## config.mk

```make
export PLATFORM = sky130hd
export DESIGN_NAME = mpadd_sched_flat
export DESIGN_NICKNAME = d
export VERILOG_FILES = /design/src/rtl/mpadd_pkg.sv /design/src/rtl/mpadd_sched_if.sv /design/src/rtl/mpadd_slice.sv /design/src/rtl/mpadd_sched.sv /design/src/flat_wrapper.sv
export SDC_FILE = /design/constraint.sdc
export NUM_CORES = 1
export LEC_CHECK = 0
export BUFFER_PORTS_ARGS = -buffer_cell sky130_fd_sc_hd__buf_2
export CORE_UTILIZATION = 40
export CTS_CLUSTER_DIAMETER = 200
export DETAILED_ROUTE_END_ITERATION = 6
export GPL_TIMING_DRIVEN = 0
export PLACE_DENSITY = 0.65
export SKIP_LAST_GASP = 1
export SYNTH_ARGS = -nofsm -noshare
export SYNTH_HDL_FRONTEND = slang
export SYNTH_SLANG_ARGS = --single-unit
```

## constraint.sdc

```tcl
create_clock -name clk -period 4 [get_ports clk]
set_input_delay 0.8 -clock clk [delete_from_list [all_inputs] [get_ports clk]]
set_output_delay 0.8 -clock clk [all_outputs]
set_load 0.02 [all_outputs]
```

## src/rtl/mpadd_pkg.sv

```systemverilog
// Shared types and constants for the multi-precision adder scheduler.
// Holds the controller state encoding and the requester count.
package mpadd_pkg;

   // Controller states: waiting for a request, stepping slices, holding a result.
   typedef enum logic [1:0] {
      IDLE = 2'd0,
      RUN  = 2'd1,
      DONE = 2'd2
   } state_t;

   // Number of requesters sharing the slice adder.
   localparam int NUM_REQ = 2;

endpackage : mpadd_pkg

```

## src/rtl/mpadd_sched_if.sv

```systemverilog
// Request/result bundle of the multi-precision adder scheduler.
// Optional feature macro: MPADD_SUB_EN (req_sub is only consumed when defined).
//
// Handshake rules (both channels):
//   - a transfer happens on a rising clk edge where valid & ready are both 1;
//   - the source holds valid and its payload until that transfer;
//   - req_ready is the arbiter grant: at most one bit set, only while idle;
//   - res_sum/res_cout/res_id stay constant while res_valid is high and
//     res_ready is low.
interface mpadd_sched_if
   import mpadd_pkg::*;
#(
   parameter int W = 32
);

   // Request side, one lane per requester.
   logic [NUM_REQ-1:0] req_valid;
   logic [NUM_REQ-1:0] req_ready;
   logic [W-1:0]       req_a0;
   logic [W-1:0]       req_b0;
   logic [W-1:0]       req_a1;
   logic [W-1:0]       req_b1;
   logic [NUM_REQ-1:0] req_sub;

   // Result side.
   logic               res_valid;
   logic               res_ready;
   logic [W-1:0]       res_sum;
   logic               res_cout;
   logic               res_id;

   // Scheduler view.
   modport slave (
      input  req_valid,
      output req_ready,
      input  req_a0,
      input  req_b0,
      input  req_a1,
      input  req_b1,
`ifdef MPADD_SUB_EN
      input  req_sub,
`endif
      output res_valid,
      input  res_ready,
      output res_sum,
      output res_cout,
      output res_id
   );

   // Requester / result-consumer view.
   modport master (
      output req_valid,
      input  req_ready,
      output req_a0,
      output req_b0,
      output req_a1,
      output req_b1,
      output req_sub,
      input  res_valid,
      output res_ready,
      input  res_sum,
      input  res_cout,
      input  res_id
   );

endinterface : mpadd_sched_if

```

## src/rtl/mpadd_slice.sv

```systemverilog
// N-bit ripple-carry adder slice built from an explicit full-adder chain.
// Purely combinational; the scheduler registers carry and sum around it.
module mpadd_slice #(
   parameter int N = 8
) (
   input  logic [N-1:0] a,
   input  logic [N-1:0] b,
   input  logic         cin,
   output logic [N-1:0] sum,
   output logic         cout
);

   // Carry chain: c[0] is the slice carry-in, c[N] the slice carry-out.
   logic [N:0] c;

   assign c[0] = cin;

   // One full adder per bit: sum = a ^ b ^ c, carry = majority(a, b, c).
   for (genvar i = 0; i < N; i++) begin : g_fa
      logic axb;
      assign axb      = a[i] ^ b[i];
      assign sum[i]   = axb ^ c[i];
      assign c[i + 1] = (a[i] & b[i]) | (axb & c[i]);
   end

   assign cout = c[N];

endmodule : mpadd_slice

```

## src/rtl/mpadd_sched.sv

```systemverilog
// Multi-precision adder scheduler: two requesters share one N-bit slice.
// A W-bit operation is walked least significant slice first over W/N cycles,
// with the inter-slice carry held in a register.
// Optional feature macro: MPADD_SUB_EN (adds a - b via inverted b, carry-in 1).
module mpadd_sched
   import mpadd_pkg::*;
#(
   parameter int N = 8,
   parameter int W = 32
) (
   input  logic        clk,
   input  logic        rst_n,
   mpadd_sched_if.slave bus,
   output state_t      dbg_state
);

   // Number of slice steps per operation and the slice index width.
   localparam int S  = W / N;
   localparam int KW = (S > 1) ? $clog2(S) : 1;
   localparam logic [KW-1:0] K_LAST = KW'(S - 1);

   // Controller state and operation context.
   state_t             state;
   logic [W-1:0]       a_q;
   logic [W-1:0]       b_q;
   logic [W-1:0]       sum_q;
   logic [KW-1:0]      k_q;
   logic               carry_q;
   logic               id_q;
   logic               ptr_q;
   logic               res_valid_q;
`ifdef MPADD_SUB_EN
   logic               sub_q;
`endif

   // Arbitration signals.
   logic [NUM_REQ-1:0] grant;
   logic               gsel;

   // Slice datapath signals.
   logic [N-1:0]       a_sl;
   logic [N-1:0]       b_sl;
   logic [N-1:0]       s_sl;
   logic               c_out;

   // Round-robin grant: a lone requester wins, a tie goes to the pointer.
   always_comb begin
      grant = '0;
      case (bus.req_valid)
         2'b01:   grant = 2'b01;
         2'b10:   grant = 2'b10;
         2'b11:   grant = ptr_q ? 2'b10 : 2'b01;
         default: grant = '0;
      endcase
   end

   assign gsel = grant[1];

   // Ready only while idle and out of reset, so nothing is accepted mid-operation.
   assign bus.req_ready = (state == IDLE && rst_n) ? grant : '0;

   // Select the current slice of both operands; subtraction inverts b.
   always_comb begin
      a_sl = a_q[k_q * N +: N];
      b_sl = b_q[k_q * N +: N];
`ifdef MPADD_SUB_EN
      if (sub_q) begin
         b_sl = ~b_q[k_q * N +: N];
      end
`endif
   end

   mpadd_slice #(
      .N (N)
   ) u_slice (
      .a    (a_sl),
      .b    (b_sl),
      .cin  (carry_q),
      .sum  (s_sl),
      .cout (c_out)
   );

   // Controller FSM: accept in IDLE, one slice per cycle in RUN, hold in DONE.
   always_ff @(posedge clk or negedge rst_n) begin
      if (!rst_n) begin
         state       <= IDLE;
         a_q         <= '0;
         b_q         <= '0;
         sum_q       <= '0;
         k_q         <= '0;
         carry_q     <= 1'b0;
         id_q        <= 1'b0;
         ptr_q       <= 1'b0;
         res_valid_q <= 1'b0;
`ifdef MPADD_SUB_EN
         sub_q       <= 1'b0;
`endif
      end else begin
         case (state)
            IDLE: begin
               if (|grant) begin
                  a_q   <= gsel ? bus.req_a1 : bus.req_a0;
                  b_q   <= gsel ? bus.req_b1 : bus.req_b0;
                  id_q  <= gsel;
                  ptr_q <= ~gsel;
                  k_q   <= '0;
`ifdef MPADD_SUB_EN
                  sub_q   <= gsel ? bus.req_sub[1] : bus.req_sub[0];
                  carry_q <= gsel ? bus.req_sub[1] : bus.req_sub[0];
`else
                  carry_q <= 1'b0;
`endif
                  state <= RUN;
               end
            end
            RUN: begin
               sum_q[k_q * N +: N] <= s_sl;
               carry_q             <= c_out;
               k_q                 <= k_q + 1'b1;
               if (k_q == K_LAST) begin
                  res_valid_q <= 1'b1;
                  state       <= DONE;
               end
            end
            DONE: begin
               if (bus.res_ready) begin
                  res_valid_q <= 1'b0;
                  state       <= IDLE;
               end
            end
            default: begin
               res_valid_q <= 1'b0;
               state       <= IDLE;
            end
         endcase
      end
   end

   // Result outputs come straight from registers; the final carry is the carry out.
   assign bus.res_valid = res_valid_q;
   assign bus.res_sum   = sum_q;
   assign bus.res_cout  = carry_q;
   assign bus.res_id    = id_q;
   assign dbg_state     = state;

endmodule : mpadd_sched
```

## src/flat_wrapper.sv

```systemverilog
// flat-port wrapper written by rule: the top's interface ports become plain ports
module mpadd_sched_flat import mpadd_pkg::*;
#(
   parameter int N = 8,
   parameter int W = 32
)
  (clk, rst_n, dbg_state, bus_req_valid, bus_req_ready, bus_req_a0, bus_req_b0, bus_req_a1, bus_req_b1, bus_res_valid, bus_res_ready, bus_res_sum, bus_res_cout, bus_res_id);
  mpadd_sched_if #(.W(W)) bus_i ();
  input  logic clk;
  input  logic rst_n;
  output state_t dbg_state;
  input wire logic [$bits(bus_i.req_valid)-1:0] bus_req_valid;
  output wire logic [$bits(bus_i.req_ready)-1:0] bus_req_ready;
  input wire logic [$bits(bus_i.req_a0)-1:0] bus_req_a0;
  input wire logic [$bits(bus_i.req_b0)-1:0] bus_req_b0;
  input wire logic [$bits(bus_i.req_a1)-1:0] bus_req_a1;
  input wire logic [$bits(bus_i.req_b1)-1:0] bus_req_b1;
  output wire logic [$bits(bus_i.res_valid)-1:0] bus_res_valid;
  input wire logic [$bits(bus_i.res_ready)-1:0] bus_res_ready;
  output wire logic [$bits(bus_i.res_sum)-1:0] bus_res_sum;
  output wire logic [$bits(bus_i.res_cout)-1:0] bus_res_cout;
  output wire logic [$bits(bus_i.res_id)-1:0] bus_res_id;
  assign bus_i.req_valid = bus_req_valid;
  assign bus_req_ready = bus_i.req_ready;
  assign bus_i.req_a0 = bus_req_a0;
  assign bus_i.req_b0 = bus_req_b0;
  assign bus_i.req_a1 = bus_req_a1;
  assign bus_i.req_b1 = bus_req_b1;
  assign bus_res_valid = bus_i.res_valid;
  assign bus_i.res_ready = bus_res_ready;
  assign bus_res_sum = bus_i.res_sum;
  assign bus_res_cout = bus_i.res_cout;
  assign bus_res_id = bus_i.res_id;
  mpadd_sched #(.N(N), .W(W)) u_core (.clk(clk), .rst_n(rst_n), .bus(bus_i), .dbg_state(dbg_state));
endmodule
```

Word level (Yosys, flattened, before mapping)
Cells that the tools add are included.
Word-level totals
  flip-flop bits (word level): 104
  output and inout port bits: 39
Operators by class
  equality and inequality tests: 9
  reductions and logical operators: 8
  muxes and demuxes: 17
  shift-type cells: 4
  bitwise operators: 42
  add/subtract/negate cells: 2
Operator list (count)
  two-way mux 32 bit: 2
  indexed part select 32 x 6 -> 8 bit: 2
  negator 5 -> 34 bit: 1
  variable shift 8 x 34 -> 32 bit (first input constant): 1
  indexed part select 8 x 34 -> 32 bit: 1
  bitwise mux 32 bit: 1
  bitwise AND 1 bit: 16
  XOR 1 bit: 16
  two-way mux 2 bit: 6
  one-hot mux 2 bit (3 select lines): 2
  == test 2 bit (second input constant): 4
  OR 1 bit: 8
  AND reduction 3 bit: 2
  == test 2 x 1 -> 1 bit (second input constant): 2
  inequality test 2 bit (second input constant): 2
  one-hot mux 2 bit (2 select lines): 1
  AND reduction 2 bit: 2
  two-way mux 1 bit: 3
  one-hot mux 1 bit (3 select lines): 1
  adder 2 x 1 -> 2 bit (second input constant): 1
  zero test 2 bit: 1
  inequality test 2 x 1 -> 1 bit (second input constant): 1
  inverter 1 bit: 2
  one-hot mux 1 bit (2 select lines): 1
  3 further kinds: 3

Depth between registers and ports, before layout
  word-level depth: 19
  depth in mapped cells: 13

Modules after synthesis
Synthesis repeated with hierarchy kept, for this count alone.
Unflattened totals
  cell total of the unflattened synthesis: 383
  area total of the unflattened synthesis: 5022.3 um^2
Modules (own cells, without submodules)
  mpadd_sched: area each 4824.6 um^2, sequential area each 2602.5 um^2, times used 1, cells an instance 365
  mpadd_slice: area each 197.7 um^2, sequential area each 0.0 um^2, times used 1, cells an instance 18

Worst setup path before layout
No wires, ideal clock.
  path type: reg2reg
  from: reg u_core.k_q[0]
  to: reg u_core.sum_q[15] (netlist: u_core.bus.res_sum[15])
  setup slack: -339 ps
  required time: 3872 ps
  arrival time: 4211 ps
  path buffers: 2
  cell stages (with the launch flop): 14
  cell sequence: dfrtp_1 > buf_4 > buf_4 > mux4_2 > fa_1 > inv_1 > fa_1 > fa_1 > fa_1 > fa_1 > fa_1 > fa_1 > fa_1 > o2bb2ai_1
On the way
  longest elaborated chain between the ends: 19
  elaborated cells between the ends (all ways): 43
  classes of those cells: 1 x add/sub; 4 x shift; 1 x mux; 37 x bitwise
RTL lines
  start: declaration: line mpadd_sched.sv:27  | logic [KW-1:0] k_q;
  start signal: assignment: line mpadd_sched.sv:119  | k_q <= k_q + 1'b1;
  indexed part select 32 x 6 -> 8 bit (on tied branches): line mpadd_sched.sv:64, mpadd_sched.sv:65
  XOR 1 bit: line mpadd_slice.sv:21  | assign axb = a[i] ^ b[i];
  bitwise AND 1 bit: line mpadd_slice.sv:23  | assign c[i + 1] = (a[i] & b[i]) | (axb & c[i]);
  OR 1 bit: line mpadd_slice.sv:23
  bitwise AND 1 bit: line mpadd_slice.sv:23
  OR 1 bit: line mpadd_slice.sv:23
  bitwise AND 1 bit: line mpadd_slice.sv:23
  OR 1 bit: line mpadd_slice.sv:23
  [3 not listed]
  OR 1 bit: line mpadd_slice.sv:23
  bitwise AND 1 bit: line mpadd_slice.sv:23
  OR 1 bit: line mpadd_slice.sv:23
  bitwise AND 1 bit: line mpadd_slice.sv:23
  OR 1 bit: line mpadd_slice.sv:23
  XOR 1 bit: line mpadd_slice.sv:22  | assign sum[i] = axb ^ c[i];
  indexed part select 8 x 34 -> 32 bit: line mpadd_sched.sv:117  | sum_q[k_q * N +: N] <= s_sl;
  bitwise mux 32 bit *: line mpadd_sched.sv:117
  end signal: indexed assignment: line mpadd_sched.sv:117
  end: declaration: line mpadd_sched.sv:26  | logic [W-1:0] sum_q;
Every way passes the cells marked *; elsewhere a longest branch is shown, timed or not.
A chain may end at the register's enable or synchronous reset.

Final worst setup path
  from: reg u_core.k_q[1]
  to: reg u_core.sum_q[15] (netlist: u_core.bus.res_sum[15])
Same word-level chain as after synthesis.

==> metrics <==
Area Growth Syn to Fin 28.7%; drt drc 0; Worst Max-Slew Pin Slew 0.647 ns; Synth Flop Type dfrtp_1; unrepaired setup endpoints after global routing yes; initial antenna violation count 0; DIE AREA 14000 um^2; number of vias per cell 5.72; CTS H-tree lvls 3; CTS Buf Count 9; kind of start point of the critical path flip-flop; failing checks setup timing; commonest cells after routing, fill and taps aside 180 x buf_2, 103 x dfrtp_1, 70 x o21ai_0, 66 x nand3_1, 65 x a21oi_1; clock slew at reported path FFs 0.07 ns; CTS tree built; Crit. End Element flip-flop; GRT Total Usage 25.2%; Synth Net Count 687; clk_skew 0.00461 ns; Clock Tree Buf Depth 2; layout cells sized above 1 33.7%; worst setup margin -0.0830 ns; largest net degree at the start of global routing 59; status finished with violations; slew margin rel. 56.9%; maximum vdd drop 0.385 mV; Tmin final 4.08 ns; fin cells 915; DRT antenna net count 0; Power Density 890 nW/um^2; Core ar. 13200 um^2; MaxCap Viol Count 0; Mapped Avg Cell Area 10.0 um^2; Post-synth ARST share 100%; DP HPWL 12900 um; RePlAce Congestion 0.913; via count 5238; Mapped Cells 540; Achievable Freq 245 MHz; Final Net Count 881; Seq/Total Area, Yosys 48.2%; worst min-delay path category input pin to async pin; IO buf count 171; ant diodes 0; Die Ht 118 um; setup violators final 4; CP max FO 7; die width 118 um; Post-DP Area 6540 um^2; Tcrit/Tclk final 102%; Root Buffer clkbuf_16; reg-to-reg slack, setup -0.08 ns; row count 42; Initial Utilization 41.0%; Yosys cell types 31; Hold Buf Count CTS 0; Initial DRC Count 418; Setup CP Type flip-flop to flip-flop; vias in the first global route 5327; I/O pin total 172; Post-synth EDFFs 0; synthesis warning total 0; most common cell after layout, fill and taps aside buf_2; DR WL/cell 18.6 um; Worst EP arrival 4.30 ns; clock sink count 104; final count of hold timing violations 0; placed cell count 888; TritonRoute pass-1 iters 5; max-slew violation count 0; Yosys reg bits 104; Synth Cell Area 5400 um^2; critical path required time 4.22 ns; Post-Route Setup TNS -0.262 ns; pre-CTS setup slack -0.499 ns; aggregate global routing overflow 0; total wire length 17000 um; clk_lat worst skew 0.34 ns; global-route wire length before repair 27400 um; P_leak 3.11 nW; final instance area 6950 um^2
==> critical path: stages (launching register included) <==
cell       delay [ns]
dfrtp_1          0.43
buf_8            0.15
buf_12           0.13
mux4_2           0.25
fa_2             0.20
inv_2            0.04
fa_2             0.33
fa_2             0.35
fa_2             0.35
fa_2             0.35
fa_2             0.34
fa_2             0.34
fa_2             0.60
o2bb2ai_1        0.08
==> layout make-up <==
cell class / instances / area (um^2)
plain buffers: 56 / 285
clock buffers: 10 / 229
clock inverters: 6 / 67.6
fillers: 1210 / 6240
inverters: 19 / 71.3
multi-input cells: 360 / 2500
flip-flops and latches: 104 / 2600
well taps: 176 / 220
repair buffers: 184 / 976
==> flip-flops by register name, indices dropped and copies added (netlist names) <==
name                  count
u_core.ptr_q              1
u_core.b_q               32
u_core.bus.res_cout       1
u_core.bus.res_id         1
u_core.k_q                2
u_core.a_q               32
u_core.dbg_state          2
u_core.bus.res_sum       32
u_core.bus.res_valid      1
==> logic make-up (layout without fill, tap and decap cells) <==
group	after synthesis	in the layout	share of synthesized area [%]
AO/OA/AOI/OAI	234	234	25.5
adder cells (fa/ha/maj)	14	14	4.35
flip-flops	104	104	48.2
buffers and inverters	76	275	6.02
multiplexers	16	16	6.67
AND/OR/NAND/NOR	96	96	9.24
==> report_power, final <==
part	internal [mW]	leakage (nW)	switching [mW]	total (mW)
logic	1.43	1.72	1.96	3.39
clock network	0.489	0.139	0.397	0.886
registers	1.55	1.25	0.363	1.91
==> Yosys cell counts, drive strengths merged (8+ instances only) <==
cell type / number / area share (%)
dfrtp: 104 / 48
o21ai: 70 / 6.5
nand3: 66 / 6.1
a21oi: 65 / 6.0
a31oi: 64 / 7.4
clkbuf: 41 / 2.8
o2bb2ai: 32 / 5.2
inv: 19 / 1.3
buf: 16 / 1.9
mux4: 16 / 6.7
nand2: 14 / 0.97
fa: 8 / 3.0
==> stage by stage <==
stage | utilization [%] | power [mW] | hold slack [ns]
floorplan | - | 4.03 | 0.504
global placement | 49.3 | 5.10 | 0.466
detailed placement | 49.5 | 5.19 | 0.470
CTS | 52.3 | 6.17 | 0.491
global route | 52.7 | 6.65 | 0.520
finish | 52.7 | 6.19 | 0.475
==> what timing repair did <==
item                                    in CTS  in global routing
endpoints found under the setup margin       9                  5
gates resized for setup                     11                  4
pin swaps                                    3                  1
setup buffers                                5                  7
==> per-layer routing <==
layer,vias to the layer above,routed length (um),global-route usage [%]
met2,240,8030,40.2
met1,2540,7590,34.7
li1,2431,-,-
met4,0,307,6.81
met5,-,0,0
met3,27,1100,5.65
==> path summary, 6_finish.rpt <==
check                                             startpoint                                 end  depth (start not counted)
max                                u_core.k_q[1]$_DFFE_PN0P_  u_core.bus.res_sum[15]$_DFFE_PN0P_                         13
min                                                    rst_n          u_core.a_q[13]$_DFFE_PN0P_                          1
max reg2reg                        u_core.k_q[1]$_DFFE_PN0P_  u_core.bus.res_sum[15]$_DFFE_PN0P_                         13
min reg2reg                u_core.bus.res_sum[0]$_DFFE_PN0P_   u_core.bus.res_sum[0]$_DFFE_PN0P_                          1
max in group asynchronous                              rst_n           u_core.k_q[0]$_DFFE_PN0P_                          2
min in group clk           u_core.bus.res_sum[0]$_DFFE_PN0P_   u_core.bus.res_sum[0]$_DFFE_PN0P_                          1
Power figures use the tool's default switching activity.
